## src/rtl/act_fill_ctrl_pkg.sv

```systemverilog
// act_fill_ctrl shared types: FSM encoding and default beat geometry.
// Beat width is derived from the activation array write width.
package act_fill_ctrl_pkg;

  localparam int ARR_WR_WIDTH = 128;
  localparam int ACT_DW       = 8;
  localparam int ACT_WR_NUM   = ARR_WR_WIDTH / ACT_DW;
  localparam int ACT_SRAM_AW  = 12;
  localparam int ACT_CNT_W    = 12;

  typedef enum logic [2:0] {
    ST_IDLE = 3'd0,
    ST_REQ  = 3'd1,
    ST_WAIT = 3'd2,
    ST_PUSH = 3'd3,
    ST_DONE = 3'd4
  } fill_state_e;

endpackage

```

## src/rtl/act_fill_ctrl_if.sv

```systemverilog
// SRAM read port plus activation array write side.
// master = fill controller, slave = memory/array side.
interface act_fill_ctrl_if
  import act_fill_ctrl_pkg::*;
#(
  parameter int DATA_WIDTH      = ACT_DW,
  parameter int WR_NUM          = ACT_WR_NUM,
  parameter int SRAM_ADDR_WIDTH = ACT_SRAM_AW
);

  logic                         sram_rd_en;
  logic [SRAM_ADDR_WIDTH-1:0]   sram_rd_addr;
  logic                         sram_rd_val;
  logic [DATA_WIDTH*WR_NUM-1:0] sram_rd_data;
  logic                         datain_rdy;
  logic                         datain_val;
  logic [DATA_WIDTH*WR_NUM-1:0] datain;

  modport master (
    output sram_rd_en,
    output sram_rd_addr,
    input  sram_rd_val,
    input  sram_rd_data,
    input  datain_rdy,
    output datain_val,
    output datain
  );

  modport slave (
    input  sram_rd_en,
    input  sram_rd_addr,
    output sram_rd_val,
    output sram_rd_data,
    output datain_rdy,
    input  datain_val,
    input  datain
  );

endinterface

```

## src/rtl/act_fill_ctrl.sv

```systemverilog
// Activation fill sequencer: SRAM line reads -> array write beats.
// One read outstanding; each beat issued only while the array is ready.
module act_fill_ctrl
  import act_fill_ctrl_pkg::*;
#(
  parameter int DATA_WIDTH      = ACT_DW,
  parameter int WR_NUM          = ACT_WR_NUM,
  parameter int SRAM_ADDR_WIDTH = ACT_SRAM_AW,
  parameter int CNT_WIDTH       = ACT_CNT_W
) (
  input  logic                       clk,
  input  logic                       rst_n,
  input  logic                       reset,
  input  logic                       cfg_start,
  input  logic [SRAM_ADDR_WIDTH-1:0] cfg_base_addr,
  input  logic [CNT_WIDTH-1:0]       cfg_num_beats,
  act_fill_ctrl_if.master            bus,
  output logic                       busy,
  output logic                       done,
  output logic [CNT_WIDTH-1:0]       beat_cnt
);

  localparam int BW = DATA_WIDTH * WR_NUM;
  localparam logic [CNT_WIDTH-1:0] CNT_ONE = CNT_WIDTH'(1);

  fill_state_e state_q, state_d;

  logic [SRAM_ADDR_WIDTH-1:0] base_q, base_d;
  logic [CNT_WIDTH-1:0]       num_q, num_d;
  logic [CNT_WIDTH-1:0]       cnt_q, cnt_d;
  logic [BW-1:0]              data_q, data_d;
  logic                       val_q, val_d;

  logic [CNT_WIDTH-1:0] cnt_inc;
  logic                 start_acc;
  logic                 last_beat;

  assign cnt_inc   = cnt_q + CNT_ONE;
  assign start_acc = (state_q == ST_IDLE) && cfg_start;
  assign last_beat = (cnt_inc == num_q);

  always_ff @(posedge clk or negedge rst_n) begin
    if (!rst_n) begin
      state_q <= ST_IDLE;
    end else begin
      state_q <= state_d;
    end
  end

  always_comb begin
    state_d = state_q;
    unique case (state_q)
      ST_IDLE: begin
        if (cfg_start) begin
          state_d = (cfg_num_beats == '0) ? ST_DONE : ST_REQ;
        end
      end
      ST_REQ: begin
        if (bus.datain_rdy) state_d = ST_WAIT;
      end
      ST_WAIT: begin
        if (bus.sram_rd_val) state_d = ST_PUSH;
      end
      ST_PUSH: begin
        state_d = last_beat ? ST_DONE : ST_REQ;
      end
      ST_DONE: state_d = ST_IDLE;
      default: state_d = ST_IDLE;
    endcase
    if (reset) state_d = ST_IDLE;
  end

  // Read data returning outside WAIT (e.g. after a soft reset) is dropped.
  always_comb begin
    base_d = base_q;
    num_d  = num_q;
    cnt_d  = cnt_q;
    data_d = data_q;
    if (start_acc) begin
      base_d = cfg_base_addr;
      num_d  = cfg_num_beats;
      cnt_d  = '0;
    end
    if (state_q == ST_WAIT && bus.sram_rd_val) begin
      data_d = bus.sram_rd_data;
    end
    if (state_q == ST_PUSH) begin
      cnt_d = cnt_inc;
    end
    if (reset) begin
      base_d = '0;
      num_d  = '0;
      cnt_d  = '0;
    end
  end

  assign val_d = (state_d == ST_PUSH);

  always_ff @(posedge clk or negedge rst_n) begin
    if (!rst_n) begin
      base_q <= '0;
      num_q  <= '0;
      cnt_q  <= '0;
      data_q <= '0;
      val_q  <= 1'b0;
    end else begin
      base_q <= base_d;
      num_q  <= num_d;
      cnt_q  <= cnt_d;
      data_q <= data_d;
      val_q  <= val_d;
    end
  end

  always_comb begin
    bus.sram_rd_en   = 1'b0;
    bus.sram_rd_addr = base_q + SRAM_ADDR_WIDTH'(cnt_q);
    bus.datain_val   = val_q;
    bus.datain       = data_q;
    busy             = 1'b0;
    done             = 1'b0;
    beat_cnt         = cnt_q;
    unique case (1'b1)
      (state_q == ST_REQ): begin
        bus.sram_rd_en = bus.datain_rdy;
        busy           = 1'b1;
      end
      (state_q == ST_WAIT),
      (state_q == ST_PUSH): busy = 1'b1;
      (state_q == ST_DONE): begin
        busy = 1'b1;
        done = 1'b1;
      end
      default: ;
    endcase
  end

endmodule

```

## src/flat_wrapper.sv

```systemverilog
// flat-port wrapper written by rule: the top's interface ports become plain ports
module act_fill_ctrl_flat import act_fill_ctrl_pkg::*;
#(
  parameter int DATA_WIDTH      = ACT_DW,
  parameter int WR_NUM          = ACT_WR_NUM,
  parameter int SRAM_ADDR_WIDTH = ACT_SRAM_AW,
  parameter int CNT_WIDTH       = ACT_CNT_W
)
  (clk, rst_n, reset, cfg_start, cfg_base_addr, cfg_num_beats, busy, done, beat_cnt, bus_sram_rd_en, bus_sram_rd_addr, bus_sram_rd_val, bus_sram_rd_data, bus_datain_rdy, bus_datain_val, bus_datain);
  act_fill_ctrl_if #(.DATA_WIDTH(DATA_WIDTH), .WR_NUM(WR_NUM), .SRAM_ADDR_WIDTH(SRAM_ADDR_WIDTH)) bus_i ();
  input  logic clk;
  input  logic rst_n;
  input  logic reset;
  input  logic cfg_start;
  input  logic [SRAM_ADDR_WIDTH-1:0] cfg_base_addr;
  input  logic [CNT_WIDTH-1:0] cfg_num_beats;
  output logic busy;
  output logic done;
  output logic [CNT_WIDTH-1:0] beat_cnt;
  output wire logic [$bits(bus_i.sram_rd_en)-1:0] bus_sram_rd_en;
  output wire logic [$bits(bus_i.sram_rd_addr)-1:0] bus_sram_rd_addr;
  input wire logic [$bits(bus_i.sram_rd_val)-1:0] bus_sram_rd_val;
  input wire logic [$bits(bus_i.sram_rd_data)-1:0] bus_sram_rd_data;
  input wire logic [$bits(bus_i.datain_rdy)-1:0] bus_datain_rdy;
  output wire logic [$bits(bus_i.datain_val)-1:0] bus_datain_val;
  output wire logic [$bits(bus_i.datain)-1:0] bus_datain;
  assign bus_sram_rd_en = bus_i.sram_rd_en;
  assign bus_sram_rd_addr = bus_i.sram_rd_addr;
  assign bus_i.sram_rd_val = bus_sram_rd_val;
  assign bus_i.sram_rd_data = bus_sram_rd_data;
  assign bus_i.datain_rdy = bus_datain_rdy;
  assign bus_datain_val = bus_i.datain_val;
  assign bus_datain = bus_i.datain;
  act_fill_ctrl #(.DATA_WIDTH(DATA_WIDTH), .WR_NUM(WR_NUM), .SRAM_ADDR_WIDTH(SRAM_ADDR_WIDTH), .CNT_WIDTH(CNT_WIDTH)) u_core (.clk(clk), .rst_n(rst_n), .reset(reset), .cfg_start(cfg_start), .cfg_base_addr(cfg_base_addr), .cfg_num_beats(cfg_num_beats), .bus(bus_i), .busy(busy), .done(done), .beat_cnt(beat_cnt));
endmodule
```

## config.mk

```make
export PLATFORM = sky130hd
export DESIGN_NAME = act_fill_ctrl_flat
export DESIGN_NICKNAME = d
export VERILOG_FILES = /design/src/rtl/act_fill_ctrl_pkg.sv /design/src/rtl/act_fill_ctrl_if.sv /design/src/rtl/act_fill_ctrl.sv /design/src/flat_wrapper.sv
export SDC_FILE = /design/constraint.sdc
export NUM_CORES = 1
export LEC_CHECK = 0
export ABC_CLOCK_PERIOD_IN_PS = 5250
export BUFFER_PORTS_ARGS = -buffer_cell sky130_fd_sc_hd__buf_4
export CAP_MARGIN = 25
export CORE_MARGIN = 2
export CORE_UTILIZATION = 40
export CTS_CLUSTER_SIZE = 24
export DETAILED_ROUTE_END_ITERATION = 6
export PLACE_DENSITY_LB_ADDON = 0.15
export SETUP_SLACK_MARGIN = 0.15
export SYNTH_ARGS = -nofsm -noshare
export SYNTH_HDL_FRONTEND = slang
export SYNTH_SLANG_ARGS = --single-unit
```

## constraint.sdc

```tcl
create_clock -name clk -period 5.25 [get_ports clk]
set_clock_uncertainty 0.1 [all_clocks]
set_input_delay 0.525 -clock clk [delete_from_list [all_inputs] [get_ports clk]]
set_output_delay 0.525 -clock clk [all_outputs]
set_load 0.02 [all_outputs]
```

* After elaboration in Yosys (flattened, before gate mapping) *
Index checks and enable logic that the tools add are counted.

storage, ports and cells
  word-level logic and storage cells = 38
  register bits = 168

cells by class
  multiplexer cells = 17
  reduce and logical (&&, ||, !) cells = 7
  add/sub/neg operators = 2
  equal/unequal tests = 6

operators with widths
  cell                   number
  $mux 12                7
  $mux 3                 6
  $add 12x1->12 const B  1
  $add 12x12->12         1
  $eq 12x12->1           1
  $logic_not 12->1       1
  $pmux 3 s4             1
  $eq 3x2->1 const B     3
  $reduce_or 4->1        1
  $eq 3x1->1 const B     1
  $eq 3x3->1 const B     1
  $logic_not 3->1        1
  $mux 1                 3
  $reduce_bool 3->1      1
  $logic_and 1x1->1      2
  $reduce_bool 2->1      1

* Longest topological paths before layout *
Gate-level depths: netlist of run 1.

  depth after elaboration = 6
  gate-level depth with buffers = 9

* Worst setup path before layout of run 1 *
OpenSTA, ideal clock, no wires.

  path type = reg-to-output
  start = register u_core.cnt_q[1] (netlist: u_core.beat_cnt[1])
  end = output bus_sram_rd_addr[11]
  path slack = 2310 ps
  arrival = 2315 ps
  stages on the path, launching flop included = 8
  path through = dfrtp_1 > ha_1 > a21o_1 > a21oi_1 > o21ai_0 > a41o_1 > and4_1 > nor3_1

on the way
  longest elaborated chain between the ends = 1

RTL lines
  what                    line                  RTL
  from (decl)             act_fill_ctrl.sv:30   logic [CNT_WIDTH-1:0] cnt_q, cnt_d;
  from (signal assigned)  act_fill_ctrl.sv:109  cnt_q <= cnt_d;
  $add 12x12->12          act_fill_ctrl.sv:117  bus.sram_rd_addr = base_q + SRAM_ADDR_WIDTH'(cnt_q);
  to (decl)               flat_wrapper.sv:21    output wire logic [$bits(bus_i.sram_rd_addr)-1:0] bus_sram_rd_addr;

No other way between the ends.

* Worst setup path in the final report of run 1 *
  start = register u_core.cnt_q[6] (netlist: u_core.beat_cnt[6])
  end = output bus_sram_rd_addr[11]

The elaborated chain is that of the path after synthesis.

==> results.json, run 1 <==
{
  "status": "finished, violations left",
  "violations": "negative hold slack",
  "leakagePower_uw": 0.00511,
  "io_pins": 314,
  "rows": 49,
  "dp_hpwl_um": 15800,
  "fp.dieW_um": 140,
  "cts_buffer_depth": 2,
  "path_class": "register to output pin",
  "final_hold_viol_count": 8,
  "drtIter0Drc": 388,
  "cp_max_fo": 13,
  "syn_area_mm2": 0.00742,
  "clock.fmax_ghz": 0.290,
  "max_cap_viol_count": 0,
  "cp.arrival_ns": 2.82,
  "setup_viol": 0,
  "firstDrtPassIters": 4,
  "worstPathRequired_ns": 4.62,
  "final_layout_size_suffix_gt1_share_pct": 52.3,
  "synth_edf_count": 0,
  "post-cts-setup-buffers": 0,
  "antenna_found_initial": 0,
  "ys_top_cells_by_area": "dfrtp_1 (57%), mux2_2 (20%), nand2_1 (3.3%)",
  "setup_tns_ns": 0,
  "endpoint_kind": "output pin",
  "cts_resized": 0,
  "min_period_over_period_pct": 65.6,
  "power_density_mw_per_mm2": 508,
  "syn_area_per_cell_um2": 12.4,
  "yosysSeqAreaShare_pct": 56.7,
  "ys_warn_count": 0,
  "post-route-min-period_ns": 3.44,
  "die-area_mm2": 0.0197,
  "syn_nets": 769,
  "register_area_mm2": 0.00420,
  "yosys_register_bits": 168,
  "final_max_slew_viol_count": 0,
  "nets": 1079,
  "grtUsageTotal_pct": 21.7,
  "cts.clk_slew.worst_paths_ns": 0.06,
  "grt_max_degree": 129,
  "cts_max_level": 4,
  "die_h_um": 140,
  "synthFlopType": "dfrtp_1",
  "ant_nets": 0,
  "ys_types": 56,
  "grt_pass1_vias": 6517,
  "synthToLayoutAreaGrowth_pct": 43.1,
  "fillers": 1513,
  "synth_top_area_cell": "dfrtp_1",
  "io_buffers": 313,
  "synthArstFlopShare_pct": 100,
  "finalWirelength_um": 21000,
  "via_per_inst": 5.19,
  "multi_input_area_mm2": 0.00309,
  "ir_worst_vdd_mv": 0.317,
  "yosys.area.top_type_share_pct": 56.7,
  "hold_class": "input pin to async pin",
  "root_buffer": "clkbuf_16",
  "cts_tree": "done",
  "wl_per_cell_um": 18.3,
  "overflow": 0,
  "holdWs_ns": -0.0158,
  "start_util_pct": 41.0,
  "clock_sinks": 168,
  "grt_first_pass_wirelength_um": 33600,
  "n_antenna_cell": 0,
  "clkLatencyLatePin_ns": 0.42,
  "tightest_slew_ns": 0.924,
  "place_congestion": 0.868,
  "critPathLaunchType": "register",
  "drcViolationCount": 0,
  "cts_buffers": 17,
  "postCtsHoldBufs": 0,
  "core_area_mm2": 0.0181,
  "maxSlewHeadroom_pct": 38.0,
  "rsz0062_at_grt": "false",
  "num_vias": 5966,
  "syn_inst": 598
}
synth_stat cells, types with 2 or more instances:
cell type / instances
o21a_1: 2
nand2b_1: 3
a2111oi_0: 2
xor2_1: 8
or3_1: 2
a31oi_1: 3
nand4_1: 5
o31ai_1: 2
o21bai_1: 3
nor3_1: 9
a311oi_1: 2
ha_1: 12
a211o_1: 2
o211ai_1: 2
nor4_1: 6
o311ai_0: 2
mux2_2: 129
and4_1: 3
nand4b_1: 2
nand3_1: 5
a21oi_1: 35
and2_1: 5
o21ai_0: 20
xnor2_1: 14
dfrtp_1: 168
nor2_1: 16
clkbuf_1: 24
or4_1: 3
buf_2: 2
and3_1: 2
inv_1: 9
nand2_1: 66
a21o_1: 3
nor3b_1: 2
nand3b_1: 4
stage by stage:
step | power (µW) | util [%] | instance area (µm²) | cells | worst slack (ns)
floorplan | 3120 | - | 7420 | 598 | 2.31
global placement | 4150 | 55.4 | 10000 | 1116 | 2.32
detailed placement | 4200 | 55.5 | 10000 | 1118 | 2.26
CTS | 5460 | 58.7 | 10600 | 1149 | 1.79
global route | 5670 | 58.7 | 10600 | 1149 | 1.69
finish | 5390 | 58.7 | 10600 | 1149 | 1.81
metal layers:
layer,up-vias,GRT usage [%],share of wire (%)
met4,0,7.28,2.2
li1,2763,-,-
met2,224,38.6,53
met3,32,7.76,8.1
met5,-,0,0
met1,2947,24.2,37
final timing paths:
check	startpoint	to	slack, ns	cells after the start
setup / recovery	u_core.beat_cnt[6]$_DFFE_PN0P_	bus_sram_rd_addr[11]	1.81	7
hold / removal	rst_n	u_core.bus.datain[10]$_DFFE_PN0P_	-0.02	1
setup reg to reg	u_core.beat_cnt[0]$_DFFE_PN0P_	u_core.state_q[0]$_DFF_PN0_	2.46	7
hold reg to reg	u_core.bus.datain[65]$_DFFE_PN0P_	u_core.bus.datain[65]$_DFFE_PN0P_	0.41	1
max in group asynchronous	rst_n	u_core.bus.datain[105]$_DFFE_PN0P_	3.80	2
min in group clk	bus_sram_rd_data[38]	u_core.bus.datain[38]$_DFFE_PN0P_	0.23	2
power by group:
group	switching (µW)	total, µW	internal (µW)
Combinational	1070	2110	1040
Sequential	274	2050	1780
Clock	510	1240	726
Total	1850	5390	3540
kinds of logic (layout without fill, tap and decap cells):
family	count (synthesis)	in the layout	synth area share (%)
DFF	168	168	56.7
and+or+nand+nor	140	140	9.39
muxes	130	130	19.7
AOI/OAI and AO/OA	88	88	7.39
buffers and inverters	37	359	1.96
xor gates and xnor gates	22	22	2.60
adders and majority gates	13	13	2.29
layout make-up:
type / count / share of cell area, %
flip-flops and latches: 168 / 39.6
multi-input cells: 393 / 29.1
repair buffers: 319 / 22.8
clock buffers: 21 / 4.34
well taps: 229 / 2.70
clock inverters: 10 / 1.13
inverters: 9 / 0.318
critical path, stage by stage, from the launching register on:
cell       delay, ns
dfrtp_1         0.60
ha_1            0.35
a2111oi_0       0.33
o21ai_0         0.21
a41o_1          0.31
and4_1          0.21
nor3_1          0.21
buf_4           0.18
placed cells by master, fill, tap and decap left out, types with 3 or more instances in the layout:
cell,count
nand4_1,5
and4_1,3
inv_1,9
a31oi_1,3
nand3_1,5
clkinv_4,3
clkbuf_16,17
ha_1,12
o21bai_1,3
nand2_1,66
xnor2_1,14
or4_1,3
xor2_1,8
nor2_1,16
nor4_1,6
o21ai_0,20
a21o_1,3
and2_1,5
a21oi_1,35
nand2b_1,3
dfrtp_1,168
nand3b_1,4
buf_4,315
mux2_2,129
nor3_1,9
state kept, by name (all words and copies together), names as in the netlist:
register               flops
u_core.beat_cnt           12
u_core.bus.datain        128
u_core.bus.datain_val      1
u_core.num_q              12
u_core.state_q             3
u_core.base_q             12
(Power assumes the default switching activity.)
==> run 2: changes to the inputs <==
- ABC_CLOCK_PERIOD_IN_PS: 5250 -> 3400
- clock period: 5.25 -> 3.4 ns (I/O delays scaled with it)
==> run 2 against run 1 <==
The flow now finishes without violations. Hold slack gained 0.059 ns. Routed wire length up 2.4%. Critical path depth stayed put. Power up 56%. Worst setup slack worse by 1.5 ns.
==> results.json, run 2 (same netlist as run 1, synthesis figures left out) <==
{
  "grt_first_pass_wirelength_um": 34500,
  "drtIter0Drc": 373,
  "dp_hpwl_um": 16500,
  "status": "finished, final reports clean",
  "cp_slowest_stage_delay_ns": 0.45,
  "worstPathCellList": "ha_1, a2111oi_1, o21ai_1, a41o_1, and4_1, nor3_1, buf_4",
  "root_buffer": "clkbuf_16",
  "rows": 49,
  "worst_slack_ns": 0.298,
  "cts_tree": "done",
  "min_period_over_period_pct": 91.2,
  "hold_class": "input pin to register",
  "wl_per_cell_um": 18.6,
  "n_antenna_cell": 0,
  "largest_register_ffs": 128,
  "setup_tns_ns": 0,
  "via_per_inst": 5.20,
  "ant_nets": 0,
  "synthToLayoutAreaGrowth_pct": 44.6,
  "core_area_mm2": 0.0181,
  "path_buf_inv": 1,
  "grt_pass1_vias": 6622,
  "register_area_mm2": 0.00421,
  "start_util_pct": 41.0,
  "antenna_found_initial": 0,
  "num_vias": 6030,
  "multi_input_area_mm2": 0.00310,
  "drcViolationCount": 0,
  "io_buffers": 313,
  "die-area_mm2": 0.0197,
  "overflow": 0,
  "power_density_mw_per_mm2": 786,
  "fillers": 1503,
  "holdWs_ns": 0.0433,
  "firstDrtPassIters": 4,
  "fp.dieW_um": 140,
  "grtUsageTotal_pct": 22.2,
  "dp_slack_ns": 0.565,
  "critPathSlowestCell": "dfrtp_2",
  "final_cell_mix": "buf_4 (324), dfrtp_1 (165), mux2_2 (129), nand2_1 (66), a21oi_1 (34)",
  "path_class": "register to output pin",
  "worstPathRequired_ns": 2.96,
  "maxSlewHeadroom_pct": 47.0,
  "final_hold_viol_count": 0,
  "final_layout_size_suffix_gt1_share_pct": 53.2,
  "final_util_pct": 59.3,
  "cts_buffers": 17,
  "place_congestion": 0.866,
  "endpoint_kind": "output pin",
  "clock_sinks": 168,
  "leakagePower_uw": 0.00515,
  "setup_viol": 0,
  "cts_buffer_depth": 2,
  "cp_max_fo": 5,
  "cp.arrival_ns": 2.66,
  "cts_max_level": 4,
  "tightest_slew_ns": 0.792,
  "reg2reg_slack_ns": 0.63,
  "cts.clk_slew.worst_paths_ns": 0.07,
  "clock.fmax_ghz": 0.322,
  "clkLatencyLatePin_ns": 0.42,
  "critPathLaunchType": "register",
  "ir_worst_vdd_mv": 0.491,
  "grt_max_degree": 78,
  "final_max_slew_viol_count": 0,
  "critical-path-top-delay-family": "compound AO/OA/AOI/OAI gates",
  "rsz0062_at_grt": "true",
  "finalWirelength_um": 21500,
  "io_pins": 314,
  "max_cap_viol_count": 0,
  "final_common_cell": "buf_4",
  "die_h_um": 140,
  "power_uw": 8430,
  "post-route-min-period_ns": 3.10,
  "nets": 1088
}
## run 2: cell types whose count changed in the layout (fill, tap and decap cells not counted), moves of 2 or more
cell / before / now
buf_4: 315 / 324
clkbuf_8: 2 / 0
clkinv_4: 3 / 1
dfrtp_1: 168 / 165
dfrtp_2: 0 / 3
inv_6: 1 / 3
## run 2: repair_timing
item                                    4_1_cts  5_1_grt
resized for setup                             1        6
hold buffers                                  1        0
hold endpoints to repair                     48        0
endpoints found under the setup margin        1        3
buffers inserted                              0        3
## run 2: final cells by class
class,count,share of cell area [%]
sequential,168,39.2
multi-input combinational,393,28.9
timing repair buffer,328,23.3
clock buffer,19,4.04
tap,229,2.67
clock inverter,13,1.57
inverter,9,0.315
## run 2: path summary, 6_finish.rpt
kind | from | to | cells past startpoint
worst max-delay path | u_core.beat_cnt[6]$_DFFE_PN0P_ | bus_sram_rd_addr[11] | 7
worst min-delay path | bus_sram_rd_data[10] | u_core.bus.datain[10]$_DFFE_PN0P_ | 2
worst max register to register | u_core.beat_cnt[2]$_DFFE_PN0P_ | u_core.state_q[0]$_DFF_PN0_ | 6
worst min register to register | u_core.bus.datain[47]$_DFFE_PN0P_ | u_core.bus.datain[47]$_DFFE_PN0P_ | 1
max in group asynchronous | rst_n | u_core.beat_cnt[0]$_DFFE_PN0P_ | 3
min in group asynchronous | rst_n | u_core.bus.datain[10]$_DFFE_PN0P_ | 2
## run 2: per-stage QoR
step | instances | area [µm²]
finish | 1159 | 10700
global placement | 1122 | 10100
CTS | 1156 | 10700
global route | 1159 | 10700
floorplan | 598 | 7420
detailed placement | 1123 | 10100
## run 2: metal layers
| layer | share of wire, % | up-vias | global-route usage [%] |
|---|---|---|---|
| met4 | 3.0 | 0 | 9.04 |
| li1 | - | 2780 | - |
| met2 | 52 | 249 | 39.0 |
| met1 | 37 | 2957 | 24.7 |
| met5 | 0 | - | 0 |
| met3 | 8.4 | 44 | 7.69 |
## run 2: power breakdown
| group | internal, µW | switching [µW] | total (µW) |
|---|---|---|---|
| Combinational | 1600 | 1670 | 3280 |
| Sequential | 2740 | 425 | 3170 |
| Clock | 1170 | 820 | 1990 |
## run 2: worst reg2reg max path, delay by kind of cell, from the launching register on
kind | cells | cell delay [ns]
compound gates | 2 | 0.41
xor+xnor | 1 | 0.21
flops | 1 | 0.54
simple gates | 3 | 1.39
